$ cat src/rtl/ram_access_arbiter.sv
// ram_access_arbiter: shares one vector RAM between the host bus and the executor.
// Each requester has its own auto-incrementing 24-bit pointer; accesses run IDLE -> SETUP -> STROBE -> HOLD.
// Optional feature macro: RAM_ARB_ROUND_ROBIN_EN (round-robin tie-break; default is fixed priority with exe winning ties).
module ram_access_arbiter #(
    parameter int ADDR_W   = 24,
    parameter int DATA_W   = 8,
    parameter int RAM_WAIT = 2
) (
    input  logic              clk,
    input  logic              reset,
    input  logic              host_ld,
    input  logic [ADDR_W-1:0] host_addr,
    input  logic              host_req,
    input  logic              host_we,
    input  logic [DATA_W-1:0] host_wdata,
    output logic              host_ack,
    output logic [DATA_W-1:0] host_rdata,
    input  logic              exe_ld,
    input  logic [ADDR_W-1:0] exe_addr,
    input  logic              exe_req,
    output logic              exe_ack,
    output logic [DATA_W-1:0] exe_rdata,
    output logic [ADDR_W-1:0] ram_addr,
    output logic [DATA_W-1:0] ram_wdata,
    input  logic [DATA_W-1:0] ram_rdata,
    output logic              ram_cs,
    output logic              ram_oe,
    output logic              ram_we,
    output logic              busy
);
    localparam logic [1:0] IDLE   = 2'd0;
    localparam logic [1:0] SETUP  = 2'd1;
    localparam logic [1:0] STROBE = 2'd2;
    localparam logic [1:0] HOLD   = 2'd3;
    localparam int CW = (RAM_WAIT > 1) ? $clog2(RAM_WAIT) : 1;

    logic [1:0]        state;
    logic [CW-1:0]     cnt;
    logic              owner;
    logic              wr;
    logic              grant;
    logic              exe_win;
    logic              strobe_end;
    logic              done;
    logic [ADDR_W-1:0] host_ptr;
    logic [ADDR_W-1:0] exe_ptr;

    assign grant      = (state == IDLE) && (host_req || exe_req);
    assign strobe_end = (state == STROBE) && (cnt == CW'(RAM_WAIT - 1));
    assign done       = (state == HOLD);

`ifdef RAM_ARB_ROUND_ROBIN_EN
    logic last_exe;
    assign exe_win = exe_req && (!host_req || !last_exe);
    // Remember who was served last so the other side wins the next tie
    always_ff @(posedge clk) begin
        if (reset)
            last_exe <= 1'b0;
        else if (grant)
            last_exe <= exe_win;
    end
`else
    assign exe_win = exe_req;
`endif

    // Access sequencer; owner is 1 for the executor, which only ever reads
    always_ff @(posedge clk) begin
        if (reset) begin
            state <= IDLE;
            cnt   <= '0;
            owner <= 1'b0;
            wr    <= 1'b0;
        end else begin
            case (state)
                IDLE: if (grant) begin
                    state <= SETUP;
                    owner <= exe_win;
                    wr    <= !exe_win && host_we;
                end
                SETUP: begin
                    state <= STROBE;
                    cnt   <= '0;
                end
                STROBE: begin
                    state <= strobe_end ? HOLD : STROBE;
                    cnt   <= cnt + CW'(1);
                end
                default: state <= IDLE;
            endcase
        end
    end

    // RAM bus registers: address taken from the owner's pointer at the end of SETUP, write data at grant
    always_ff @(posedge clk) begin
        if (reset) begin
            ram_addr  <= '0;
            ram_wdata <= '0;
        end else begin
            if (state == SETUP)
                ram_addr <= owner ? exe_ptr : host_ptr;
            if (grant && !exe_win && host_we)
                ram_wdata <= host_wdata;
        end
    end

    // Pointers: a preload overrides the post-increment of an access finishing in the same cycle
    always_ff @(posedge clk) begin
        if (reset) begin
            host_ptr <= '0;
            exe_ptr  <= '0;
        end else begin
            host_ptr <= host_ld ? host_addr : (done && !owner) ? host_ptr + ADDR_W'(1) : host_ptr;
            exe_ptr  <= exe_ld ? exe_addr : (done && owner) ? exe_ptr + ADDR_W'(1) : exe_ptr;
        end
    end

    // Read data captured on the last strobe cycle; ack pulses as HOLD ends
    always_ff @(posedge clk) begin
        if (reset) begin
            host_ack   <= 1'b0;
            exe_ack    <= 1'b0;
            host_rdata <= '0;
            exe_rdata  <= '0;
        end else begin
            host_ack <= done && !owner;
            exe_ack  <= done && owner;
            if (strobe_end && !wr && !owner)
                host_rdata <= ram_rdata;
            if (strobe_end && owner)
                exe_rdata <= ram_rdata;
        end
    end

    assign ram_cs = (state != IDLE);
    assign ram_oe = (state == STROBE) && !wr;
    assign ram_we = (state == STROBE) && wr;
    assign busy   = ram_cs;
endmodule

$ cat config.mk
export PLATFORM = sky130hd
export DESIGN_NAME = ram_access_arbiter
export DESIGN_NICKNAME = d
export VERILOG_FILES = /design/src/rtl/ram_access_arbiter.sv
export SDC_FILE = /design/constraint.sdc
export NUM_CORES = 1
export LEC_CHECK = 0
export ABC_AREA = 1
export CORE_ASPECT_RATIO = 0.5
export CORE_MARGIN = 1.5
export CORE_UTILIZATION = 45
export DETAILED_ROUTE_END_ITERATION = 7
export PLACE_DENSITY = 0.75
export SLEW_MARGIN = 30
export SYNTH_ARGS = -nofsm -noshare
export SYNTH_HDL_FRONTEND = slang
export SYNTH_SLANG_ARGS = --single-unit
export TNS_END_PERCENT = 5
$ cat constraint.sdc
create_clock -name clk -period 1.5 [get_ports clk]
set_input_delay 0.15 -clock clk [delete_from_list [all_inputs] [get_ports clk]]
set_output_delay 0.15 -clock clk [all_outputs]
set_load 0.01 [all_outputs]
Word-level counts from Yosys, hierarchy flattened
Index checks and enable logic that the tools add are counted.

word-level totals
  bits in registers = 103
  input bits = 71
  word-level logic and storage cells = 50

cells by class
  add/sub/neg operators = 3
  equality and inequality tests = 4
  muxes and demuxes = 9
  reduce and logical (&&, ||, !) cells = 22

operators with widths
  operator                 number
  $mux W24                 5
  $add A24 B1 Y24 const B  2
  $logic_and A1 B1 Y1      12
  $reduce_bool A2 Y1       4
  $pmux W2 S3              1
  $eq A2 B2 Y1 const B     2
  $logic_not A1 Y1         3
  $eq A2 B1 Y1 const B     1
  $logic_not A2 Y1         1
  $mux W2                  1
  $ne A2 B2 Y1 const B     1
  $pmux W1 S2              1
  $reduce_and A2 Y1        1
  $add A1 B1 Y1 const B    1
  $logic_or A1 B1 Y1       1
  $mux W1                  1

Logic depth before layout (Yosys ltp)
  word-level depth = 4
  depth in mapped cells = 10
  mapped depth without buffers = 10

Worst setup path before layout
No wires, ideal clock.

  path kind = register to register
  from = register state[0]
  to = register ram_wdata[6]
  library setup time = 0.115 ns
  data arrival time = 1.440 ns
  setup slack = -0.056 ns
  cell stages (with the launch flop) = 9
  path buffers = 2
  period minus slack after synthesis = 1.556 ns
  cell sequence = dfxtp_1 inv_1 ha_1 o21ai_2 or3b_1 buf_6 buf_8 o21ai_2 a21oi_2

on the way
  longest elaborated chain between the ends = 4

RTL lines
  item                              RTL line  text
  from (decl)                       37        logic [1:0] state;
  from (signal assigned)            85        state <= strobe_end ? HOLD : STROBE;
  $logic_not A2 Y1                  48        assign grant = (state == IDLE) && (host_req || exe_req);
  $logic_and A1 B1 Y1               48
  $logic_and A1 B1 Y1 (2 in a row)  101       if (grant && !exe_win && host_we)
  to (signal assigned)              102       ram_wdata <= host_wdata;
  to (decl)                         24        output logic [DATA_W-1:0] ram_wdata,

Every way passes these cells.
A chain may end at the register's enable or synchronous reset.

Final worst setup path
  from = register state[1]
  to = register state[0]

on the way
  longest elaborated chain between the ends = 4
  elaborated cells on any way between the ends = 8

RTL lines
  item                 RTL line  text
  $eq A2 B2 Y1         49, 74
  $logic_and A1 B1 Y1  49        assign strobe_end = (state == STROBE) && (cnt == CW'(RAM_WAIT - 1));
  $mux W1              85
  $pmux W2 S3          74        case (state)

Several ways; a longest one is shown, not always the timed one.

==> metrics.md <==
| Metric | Value |
|---|---|
| Cell count after placement | `between 1000 and 1500` |
| Most common cell after layout, fill and taps aside | `nand2_1` |
| First-pass GRT wire length | `roughly 26000 µm` |
| WP data required | `~1.8 ns` |
| Post-synth top flop | `dfxtp_1` |
| GP Congestion | `between 0.9 and 1` |
| Hold Path Class | `in -> reg` |
| H-tree depth | `3` |
| Die height | `81.3 µm` |
| EDFF count, synth | `0` |
| Crit path max fanout | `4` |
| Leakage | `roughly 3.3 nW` |
| Final Hold Viols | `0` |
| Die Width | `between 150 and 200 µm` |
| Post-Syn Nets | `between 800 and 900` |
| Detail Route Antenna Nets | `0` |
| Final period util | `100%` |
| Setup Skew | `a little over 0.008 ns` |
| Final wirelength | `16000 µm` |
| MaxCap Viol Count | `0` |
| RSZ-0062 raised after global routing | `yes` |
| Syn Inst Count | `roughly 800` |
| Core area | `0.0119 mm²` |
| Commonest cells after routing, fill and taps aside | `nand2_1 (164), inv_1 (121), clkdlybuf4s50_1 (120), dfxtp_1 (80), buf_4 (58)` |
| Fin crit period | `around 1.5 ns` |
| Reg clk slew, reported paths | `roughly 0.08 ns` |
| CP arrival | `1.78 ns` |
| GR Overflow Total | `0` |
| DR iter-0 viols | `between 300 and 400` |
| Worst-Skew Late Latency | `approximately 0.35 ns` |
| Yosys reg bits | `103` |
| Status | `complete, but fails checks` |
| Tot Pwr | `9.06 mW` |
| Fmax | `roughly 670 MHz` |
| Syn-to-layout area delta | `42.1%` |
| TritonCTS Buffers | `9` |
| Final setup vio count | `1` |
| P per Cell Area | `1150 mW/mm²` |
| IO Pins | `125` |
| DR WL/cell | `between 10 and 15 µm` |
| Die Footprint | `0.0130 mm²` |
| GRT Total Usage | `roughly a quarter` |
| Crit end category | `flip-flop` |
| Clk sinks | `between 100 and 150` |
| Clock tree from TritonCTS | `done` |
| DRC Markers | `0` |
| Port Buffers | `124` |
| Detailed Routing Iterations Pass 1 | `5` |
| Detailed Place HPWL | `11900 µm` |
| Clk buf depth | `2` |
| Rows | `28` |
| Initial antenna violation count | `0` |
| Startpoint types | `flip-flop` |
| Largest net degree at the start of global routing | `a little under 50` |
| Max Slew Vio Count | `0` |
| Synthesized cell area | `approximately 0.0055 mm²` |
| Final Non-Filler Cells | `between 1000 and 1500` |
| Root Buffer | `clkbuf_16` |
| Worst slew margin | `between 70% and 80%` |
| Sequential area share after synthesis | `a little under two fifths` |
| Antenna cell count | `0` |
| YS warnings | `0` |
| Layout cells sized above 1 | `between 10% and 20%` |
| Asr flop ratio synth | `0%` |
| Mapped Avg Cell Area | `approximately 6.9 µm²` |
| Max IR drop VDD | `0.682 mV` |
| Via count | `5829` |
| Number of global-route vias before repair | `approximately 5400` |
| Setup CP Type | `reg -> reg` |
| Worst Tran Pin Value | `0.314 ns` |
| Fin nets | `1048` |
| Starting Density | `46.5%` |
| Via density | `5.11` |
| Failing checks | `setup timing` |
| Cell variety after synth | `43` |
| Setup WS post-layout | `-0.000327 ns` |
[report_power, final]
part | switching [mW] | leakage, nW | internal (mW)
Combinational | 1.50 | 2.26 | 1.59
Sequential | 0.340 | 0.854 | 3.18
Clock | 1.13 | 0.144 | 1.32
[worst paths after layout]
kind	startpoint	to	slack, ns	cells past startpoint
setup reg to reg	state[1]$_SDFFE_PP0P_	state[0]$_SDFFE_PP0P_	-0.0003	8
hold / removal	exe_addr[12]	exe_ptr[12]$_SDFFE_PP0P_	0.38	3
setup / recovery	state[1]$_SDFFE_PP0P_	state[0]$_SDFFE_PP0P_	-0.0003	8
hold reg to reg	ram_wdata[7]$_SDFFE_PP0P_	ram_wdata[7]$_SDFFE_PP0P_	0.45	2
[flip-flops by register name (all words and copies together) (netlist names)]
register / cells
state: 2
cnt: 1
ram_addr: 24
ram_wdata: 8
host_ptr: 24
host_ack: 1
wr: 1
exe_ack: 1
exe_ptr: 24
host_rdata: 8
exe_rdata: 8
owner: 1
[cell families after synthesis]
family          count (synthesis)  synth area share, %
simple gates                  326                 26.8
compound gates                189                 20.3
buf+inv                       166                 12.1
flops                         103                 37.3
xor+xnor                       12                 1.90
fa+ha+maj                       7                 1.59
[per-layer routing]
layer  GRT usage, %  wire (µm)  vias up
met5              0          0        -
met3           5.98       1230       21
met1           33.5       7420     2678
li1               -          -     2942
met2           41.0       7160      188
met4           6.13        212        0
[synthesized netlist by cell type (2+ instances only)]
| library cell | count | share of area (%) |
|---|---|---|
| nand2_1 | 169 | 11 |
| inv_1 | 124 | 8.4 |
| dfxtp_1 | 103 | 37 |
| nor2_1 | 59 | 4.0 |
| a21oi_1 | 55 | 5.0 |
| nand3_1 | 55 | 5.0 |
| o21ai_0 | 50 | 4.5 |
| o211ai_1 | 46 | 6.3 |
| clkbuf_1 | 17 | 1.2 |
| a31oi_1 | 14 | 1.6 |
| buf_2 | 12 | 1.1 |
| o21ai_1 | 11 | 1.0 |
| nor2_2 | 10 | 1.1 |
| xor2_1 | 10 | 1.6 |
| nor2_4 | 8 | 1.6 |
| ha_1 | 7 | 1.6 |
| inv_2 | 7 | 0.48 |
| nand2_2 | 6 | 0.68 |
| nand4_1 | 4 | 0.45 |
| nor3_1 | 4 | 0.36 |
| a22oi_1 | 3 | 0.41 |
| nand2_4 | 3 | 0.61 |
| a22o_1 | 2 | 0.32 |
| buf_6 | 2 | 0.41 |
| o21ai_2 | 2 | 0.32 |
| or2_2 | 2 | 0.23 |
| xnor2_1 | 2 | 0.32 |
[worst max-delay path, stage by stage (launching register included)]
cell and delay (ns):
dfxtp_4 0.40, inv_4 0.05, ha_4 0.16, buf_4 0.14, inv_2 0.05, nor3_1 0.05, buf_4 0.14, or3_1 0.32
a21oi_2 0.12
[metrics by stage]
step / util [%] / cell area (µm²) / hold WS, ns / setup TNS [ns] / setup slack, ns
2_1_floorplan: - / 5540 / 0.285 / 0 / 0.0194
3_3_place_gp: 61.7 / 7330 / 0.430 / -0.944 / -0.102
3_5_place_dp: 61.7 / 7330 / 0.438 / -1.64 / -0.186
4_1_cts: 64.3 / 7640 / 0.378 / -0.0356 / -0.0255
5_1_grt: 66.1 / 7850 / 0.380 / -0.489 / -0.0404
6_report: 66.1 / 7850 / 0.380 / -0.000327 / -0.000327
[layout make-up]
class,instances,area (µm²)
inverters,132,505
flip-flops and latches,103,2100
clock buffers,9,225
fillers,1028,4030
multi-input cells,534,2950
clock inverters,7,78.8
well taps,165,206
repair buffers,190,1790
[what timing repair did]
action | 4_1_cts | 5_1_grt
hold buffers | 0 | 0
gates cloned | 0 | 1
setup buffers | 0 | 3
pin swaps | 0 | 14
setup endpoints to repair | 40 | 47
gates resized for setup | 21 | 80
Power figures use the tool's default switching activity.
